File: src/rtl/score_digits_draw.sv
`default_nettype none
// ---- score_digits_draw : 4-digit BCD score keeper + seven-segment renderer -- rev 1.0 ----
module score_digits_draw #(
  parameter int         TOP_LEFT_X  = 16,
  parameter int         TOP_LEFT_Y  = 8,
  parameter logic [7:0] DIGIT_COLOR = 8'hFF
) (
  input  logic        clk,
  input  logic        reset,
  input  logic [10:0] pixelX,
  input  logic [10:0] pixelY,
  input  logic        startOfFrame,
  input  logic        addPointsValid,
  input  logic [7:0]  addPoints,
  input  logic        clearScore,
  output logic        busy,
  output logic [15:0] scoreBCD,
  output logic        pointsDrawingRequest,
  output logic [7:0]  pointsRGB
);

  localparam logic [10:0] c_x0 = TOP_LEFT_X[10:0];
  localparam logic [10:0] c_y0 = TOP_LEFT_Y[10:0];

  typedef enum logic [0:0] {IDLE = 1'b0, ADDING = 1'b1} state_t;

  state_t      state_q;
  logic [7:0]  remaining_q;
  logic [15:0] score_q;
  logic [15:0] shadow_q;
  logic        req_q;
  logic [7:0]  rgb_q;

  function automatic logic [15:0] bcd_inc(input logic [15:0] v);
    logic [15:0] r;
    logic        carry;
    r     = v;
    carry = 1'b1;
    for (int i = 0; i < 4; i++) begin
      if (carry) begin
        if (r[4*i +: 4] == 4'd9) begin
          r[4*i +: 4] = 4'd0;
        end else begin
          r[4*i +: 4] = r[4*i +: 4] + 4'd1;
          carry       = 1'b0;
        end
      end
    end
    return r;
  endfunction

  // Render path: range check first, so coordinates below the origin cannot wrap in
  logic [10:0] dx_w, dy_w;
  logic        in_area_w;
  logic [2:0]  col_w;
  logic [3:0]  row_w;
  logic [3:0]  nibble_w;
  logic [6:0]  segmap_w;
  logic [6:0]  hit_w;
  logic        lit_d;

  assign dx_w      = pixelX - c_x0;
  assign dy_w      = pixelY - c_y0;
  assign in_area_w = (pixelX >= c_x0) && (dx_w < 11'd64) &&
                     (pixelY >= c_y0) && (dy_w < 11'd32);
  assign col_w     = dx_w[3:1];
  assign row_w     = dy_w[4:1];

  always_comb begin
    nibble_w = 4'd0;
    case (dx_w[5:4])
      2'd0:    nibble_w = shadow_q[15:12];
      2'd1:    nibble_w = shadow_q[11:8];
      2'd2:    nibble_w = shadow_q[7:4];
      default: nibble_w = shadow_q[3:0];
    endcase
  end

  // segmap bit order: {a,b,c,d,e,f,g}
  always_comb begin
    segmap_w = 7'b0000000;
    case (nibble_w)
      4'd0: segmap_w = 7'b1111110;
      4'd1: segmap_w = 7'b0110000;
      4'd2: segmap_w = 7'b1101101;
      4'd3: segmap_w = 7'b1111001;
      4'd4: segmap_w = 7'b0110011;
      4'd5: segmap_w = 7'b1011011;
      4'd6: segmap_w = 7'b1011111;
      4'd7: segmap_w = 7'b1110000;
      4'd8: segmap_w = 7'b1111111;
      4'd9: segmap_w = 7'b1111011;
      default: segmap_w = 7'b0000000;
    endcase
  end

  always_comb begin
    hit_w    = 7'b0000000;
    hit_w[6] = (row_w >= 4'd1)  && (row_w <= 4'd2)  && (col_w >= 3'd1) && (col_w <= 3'd6);
    hit_w[5] = (row_w >= 4'd1)  && (row_w <= 4'd8)  && (col_w >= 3'd6);
    hit_w[4] = (row_w >= 4'd7)  && (row_w <= 4'd14) && (col_w >= 3'd6);
    hit_w[3] = (row_w >= 4'd13) && (row_w <= 4'd14) && (col_w >= 3'd1) && (col_w <= 3'd6);
    hit_w[2] = (row_w >= 4'd7)  && (row_w <= 4'd14) && (col_w <= 3'd1);
    hit_w[1] = (row_w >= 4'd1)  && (row_w <= 4'd8)  && (col_w <= 3'd1);
    hit_w[0] = (row_w >= 4'd7)  && (row_w <= 4'd8)  && (col_w >= 3'd1) && (col_w <= 3'd6);
    lit_d    = in_area_w && ((segmap_w & hit_w) != 7'b0000000);
  end

  always_ff @(posedge clk) begin
    if (reset) begin
      state_q     <= IDLE;
      remaining_q <= 8'd0;
      score_q     <= 16'h0000;
      shadow_q    <= 16'h0000;
      req_q       <= 1'b0;
      rgb_q       <= 8'h00;
    end else begin
      req_q <= lit_d;
      rgb_q <= lit_d ? DIGIT_COLOR : 8'h00;
      if (startOfFrame) shadow_q <= score_q;
      if (clearScore) begin
        state_q     <= IDLE;
        remaining_q <= 8'd0;
        score_q     <= 16'h0000;
      end else begin
        case (state_q)
          IDLE: begin
            if (addPointsValid && (addPoints != 8'd0)) begin
              remaining_q <= addPoints;
              state_q     <= ADDING;
            end
          end
          ADDING: begin
            // At 9999 the score saturates while the award keeps draining
            if (score_q != 16'h9999) score_q <= bcd_inc(score_q);
            remaining_q <= remaining_q - 8'd1;
            if (remaining_q == 8'd1) state_q <= IDLE;
          end
          default: state_q <= IDLE;
        endcase
      end
    end
  end

  assign busy                 = (state_q == ADDING);
  assign scoreBCD             = score_q;
  assign pointsDrawingRequest = req_q;
  assign pointsRGB            = rgb_q;

endmodule
`default_nettype wire

File: config.mk
export PLATFORM = sky130hd
export DESIGN_NAME = score_digits_draw
export DESIGN_NICKNAME = d
export VERILOG_FILES = /design/src/rtl/score_digits_draw.sv
export SDC_FILE = /design/constraint.sdc
export NUM_CORES = 1
export LEC_CHECK = 0
export BUFFER_PORTS_ARGS = -buffer_cell sky130_fd_sc_hd__buf_2
export CAP_MARGIN = 20
export CORE_AREA = 5 5 61 104
export DETAILED_ROUTE_END_ITERATION = 16
export DIE_AREA = 0 0 66 109
export HOLD_SLACK_MARGIN = 0.1
export PLACE_DENSITY = 0.74
export SLEW_MARGIN = 0
export SYNTH_ARGS = -nofsm -noshare
export SYNTH_HDL_FRONTEND = slang
export SYNTH_SLANG_ARGS = --single-unit
File: constraint.sdc
create_clock -name clk -period 1.72 [get_ports clk]
set_input_delay 0.172 -clock clk [delete_from_list [all_inputs] [get_ports clk]]
set_output_delay 0.172 -clock clk [all_outputs]
set_load 0.02 [all_outputs]
# Yosys cells after proc, flatten, opt, wreduce, memory -nomap -nowiden
# Memory sizes are Yosys's and may differ from the RTL's.
# Cells that the tools add are included.
totals:
  ff_bits: 50
  mem_bits_ro: 112
  in_bits: 35
  out_inout_bits: 26
  elab_cells: 98
  mem_count: 1
classes:
  addsub: 7
  magnitude_cmp: 14
  n_eq_ne: 9
  n_mux: 28
  bitwise: 2
  n_reduce_logical: 28
mem_list:
  columns: ["memory", "words", "width", "read_ports", "rd_ports_with_merged_regs", "wr", "line", "text"]
  rows:
  - ["(no name shown)", 16, 7, 1, 0, 0, "82", "case (nibble_w)"]
ops:
  columns: ["op", "n"]
  rows:
  - ["$logic_and 1x1->1", 20]
  - ["$mux 1", 19]
  - ["$add 4x1->4 const B", 4]
  - ["$eq 4x4->1 const B", 4]
  - ["$mux 4", 4]
  - ["$mux 8", 2]
  - ["$ne 16x16->1 const B", 1]
  - ["$pmux 8 s2", 1]
  - ["$pmux 4 s3", 1]
  - ["$ge 11x4->1 const B", 1]
  - ["$ge 11x5->1 const B", 1]
  - ["$lt 11x6->1 const B", 1]
  - ["$lt 11x7->1 const B", 1]
  - ["$sub 11x4->11 const B", 1]
  - ["$sub 11x5->11 const B", 1]
  - ["$reduce_and 3->1", 3]
  - ["$eq 8x1->1 const B", 1]
  - ["$le 4x4->1 const B", 2]
  - ["$reduce_bool 8->1", 1]
  - ["$sub 8x1->8 const B", 1]
  - ["$and 7x7->7", 1]
  - ["$reduce_bool 7->1", 1]
  - ["$ge 4x1->1 const B", 1]
  - ["$ge 4x3->1 const B", 1]
  - ["14 further kinds", 14]

# Depth between registers and ports, before layout
logic_depth:
  word_depth: 17
  mapped_depth: 9
  mapped_depth_nobuf: 8

# Worst setup path before layout
# OpenSTA, ideal clock, no wires.
synth_path:
  path_kind: "reg-to-reg"
  startpoint: "register score_q[8], in the netlist scoreBCD[8]"
  endpoint: "register score_q[0], in the netlist scoreBCD[0]"
  setup_time_ns: 0.128
  arrival_time_ns: 1.778
  required_ns: 1.592
  path_slack_ns: -0.186
  path_stages_with_launch: 8
  path_buffers: 2
  synth_period_minus_slack_ns: 1.906
  cell_sequence: "dfxtp_1 buf_2 nand2_1 or4_1 buf_2 o31ai_1 xor2_1 nor2_1"
synth_via:
  elab_chain_len: 2
synth_lines:
  columns: ["item", "line", "text"]
  rows:
  - ["from (decl)", "29", "logic [15:0] score_q;"]
  - ["from (signal assigned)", "135", "if (score_q != 16'h9999) score_q <= bcd_inc(score_q);"]
  - ["$ne 16x16->1", "135", null]
  - ["$reduce_and 2->1 (no source line)", null, null]
# Every way passes these cells.
# A chain may end at the register's enable or synchronous reset.

# Final worst setup path
layout_path:
  startpoint: "register shadow_q[5]"
  endpoint: "register rgb_q[6], in the netlist pointsRGB[6]"
layout_via:
  elab_chain_len: 6
layout_lines:
  columns: ["item", "line", "text"]
  rows:
  - ["from (decl)", "30", "logic [15:0] shadow_q;"]
  - ["from (signal assigned)", "120", "if (startOfFrame) shadow_q <= score_q;"]
  - ["$pmux 4 s3", "71", "case (dx_w[5:4])"]
  - ["$mem_v2 16x7", null, null]
  - ["$and 7x7->7", "106", "lit_d = in_area_w && ((segmap_w & hit_w) != 7'b0000000);"]
  - ["$reduce_bool 7->1", "106", null]
  - ["$logic_and 1x1->1", "106", null]
  - ["$mux 8", "119", "rgb_q <= lit_d ? DIGIT_COLOR : 8'h00;"]
  - ["to (signal assigned)", "119", null]
  - ["to (decl)", "32", "logic [7:0] rgb_q;"]
# Every way passes these cells.

==> flow_summary.yaml <==
status:
  status: "complete, but fails checks"
  violations: "setup timing"
critical_path:
  cp-startpoint: "shadow_q[5]"
  cp-end-kind: "flip-flop"
  crit_fanout: 3
  crit_type: "flip-flop to flip-flop"
  cp_data_arrival_time_ns: 2.02
  r2r-start: "shadow_q[5]"
  startpoint_type: "flip-flop"
  required_ns: 1.89
flow_run:
  cap_violations: 0
finish:
  syn2layout_area_growth_pct: 34.1
  diodes: 0
  nFillCells: 492
  finalNonFillerCells: 467
  regArea_um2: 855
  fin_nets: 438
  final_cell_mix: "buf_2 (58), buf_4 (49), nor2_1 (39)"
  layout_commonest_cell: "buf_2"
  fin_area_um2: 3380
  multi_input_area_um2: 1580
  layout-drive-gt1-share: 0.371
yosys:
  yosysWarnings: 0
  synth-edff-count: 0
  synthDistinctLibCells: 52
  syn_area_um2: 2520
  synth_fp_nets: 343
  synth.area.top_cells: "dfxtp_1 (33%), mux2i_1 (8.7%), ha_1 (6.0%), nor2_1 (5.8%), a21oi_1 (3.4%)"
  yosysTopAreaCell: "dfxtp_1"
  seq_area_frac_synth: 0.333
  synth_area_per_cell_um2: 8.52
  synth_top_cell_area_share: 0.333
  synthFlopType: "dfxtp_1"
  async_flop_share: 0
  synth_seq_cells: 42
  synth_cells: 296
clock_network:
  htreeDepth: 2
  cts_buffers: 5
  hold_buffers: 0
  cts.clk_slew.worst_paths_ns: 0.08
  insertion_delay_ns: 0.29
  tritoncts: "built"
  cts.root.buffer_cell: "clkbuf_8"
  cts.path.max_buffers: 2
  cts.sinks: 42
sta:
  setup_violations: 2
  min_period_over_period: 1.07
  worst_slack_ns: -0.128
  fin_hold_ws_ns: 0.176
  rsz0062_at_grt: "true"
  finalClockSkew_ns: 0.00554
  relSlewSlack: 0.671
  min_period_ns: 1.85
  hold_viol: 0
  tightestPinTransition_ns: 0.489
  final_max_slew_viol_count: 0
  max_freq_mhz: 541
pwr:
  peakVddDrop_uv: 672
  p_per_area_nw_per_um2: 602
  leakage_nw: 1.50
global_route:
  grt_max_degree: 26
  grt_usage: 0.192
  antenna_found_initial: 0
  grt-ovfl-total: 0
  grt_pass1_wl_um: 10800
  grt_pass1_vias: 2505
detailed_routing:
  drcViolationCount: 0
  drt_wl_total_um: 6720
  drt_pre_antenna_iters: 4
  antenna_left: 0
  wl_per_cell_um: 14.4
  vias_per_cell: 5.48
  drt_iter0_markers: 128
  vias: 2561
floorplan:
  start_util: 0.463
  rows: 36
  die_w_um: 66
  die-area_um2: 7190
  core_um2: 5450
  io_pins: 61
  die-height_um: 109
worst_hold_path:
  hold_class: "input port to flip-flop"
  worstHoldStart: "addPoints[3]"
place:
  post-place-ws_ns: -0.223
  gp_congestion: 0.803
  place_area_um2: 3190
  hpwl_um: 5300
  dp_cells: 456
  portBuffers: 58
per-stage QoR:
step | util | setup TNS, ns | power [mW]
2_1_floorplan | - | -0.267 | 1.16
3_3_place_gp | 0.586 | -0.171 | 1.27
3_5_place_dp | 0.586 | -0.249 | 1.27
4_1_cts | 0.607 | -0.161 | 2.05
5_1_grt | 0.621 | -0.284 | 2.14
6_report | 0.621 | -0.188 | 2.04
repair_timing:
action,CTS,global route
gates cloned,0,0
endpoints found under the setup margin,4,5
resized for setup,1,11
pin swaps,1,13
setup buffers,0,4
Yosys cell counts (4+ instances only):
library cell,instances
xor2_1,7
inv_1,14
nand3_1,10
o21ai_1,5
a22oi_1,4
nor4_1,4
nand2_1,16
nor3_1,9
or4_1,6
nor2b_1,8
clkbuf_1,9
dfxtp_1,42
ha_1,12
mux2i_1,22
a21oi_1,17
buf_4,8
nand4_1,5
nor2_1,39
critical path, cell delays in order, from the launching register on:
cell and delay [ns]:
dfxtp_1 0.32, mux4_2 0.51, inv_4 0.11, ha_4 0.20, o211a_1 0.13, o31ai_2 0.18, a211o_1 0.17, a41oi_2 0.11
layout make-up:
| cell class | instances | share of cell area |
|---|---|---|
| clock buffer | 6 | 0.0244 |
| clock inverter | 1 | 0.00888 |
| inverter | 15 | 0.0174 |
| multi-input combinational | 218 | 0.467 |
| sequential | 42 | 0.253 |
| tap | 76 | 0.0281 |
| timing repair buffer | 109 | 0.201 |
worst paths after layout:
kind / end / cells after the start / slack [ns]
min: remaining_q[3] / 3 / 0.18
min reg2reg: remaining_q[2] / 2 / 0.47
max: pointsRGB[6] / 7 / -0.13
max reg2reg: pointsRGB[6] / 7 / -0.13
flip-flops by register name, summed over array words and instances, names as in the netlist:
| name | cells |
|---|---|
| scoreBCD | 16 |
| shadow_q | 16 |
| remaining_q | 8 |
| busy | 1 |
| pointsRGB | 1 |
layer usage:
metal,track usage,routed length [µm],vias up
met5,0,0,-
met4,0.0945,231,0
met3,0.0351,316,18
met2,0.380,3850,77
met1,0.180,2310,1223
li1,-,-,1243
power breakdown:
part	switching, mW	internal, mW
Sequential	0.00941	0.979
Clock	0.318	0.464
Combinational	0.140	0.125
cell families after synthesis:
logic type | Yosys count | synth area share
buf+inv | 36 | 0.0699
mux | 25 | 0.114
compound gates | 52 | 0.135
simple gates | 119 | 0.253
flops | 42 | 0.333
fa+ha+maj | 12 | 0.0595
xor+xnor | 10 | 0.0347
Power figures use the tool's default switching activity.
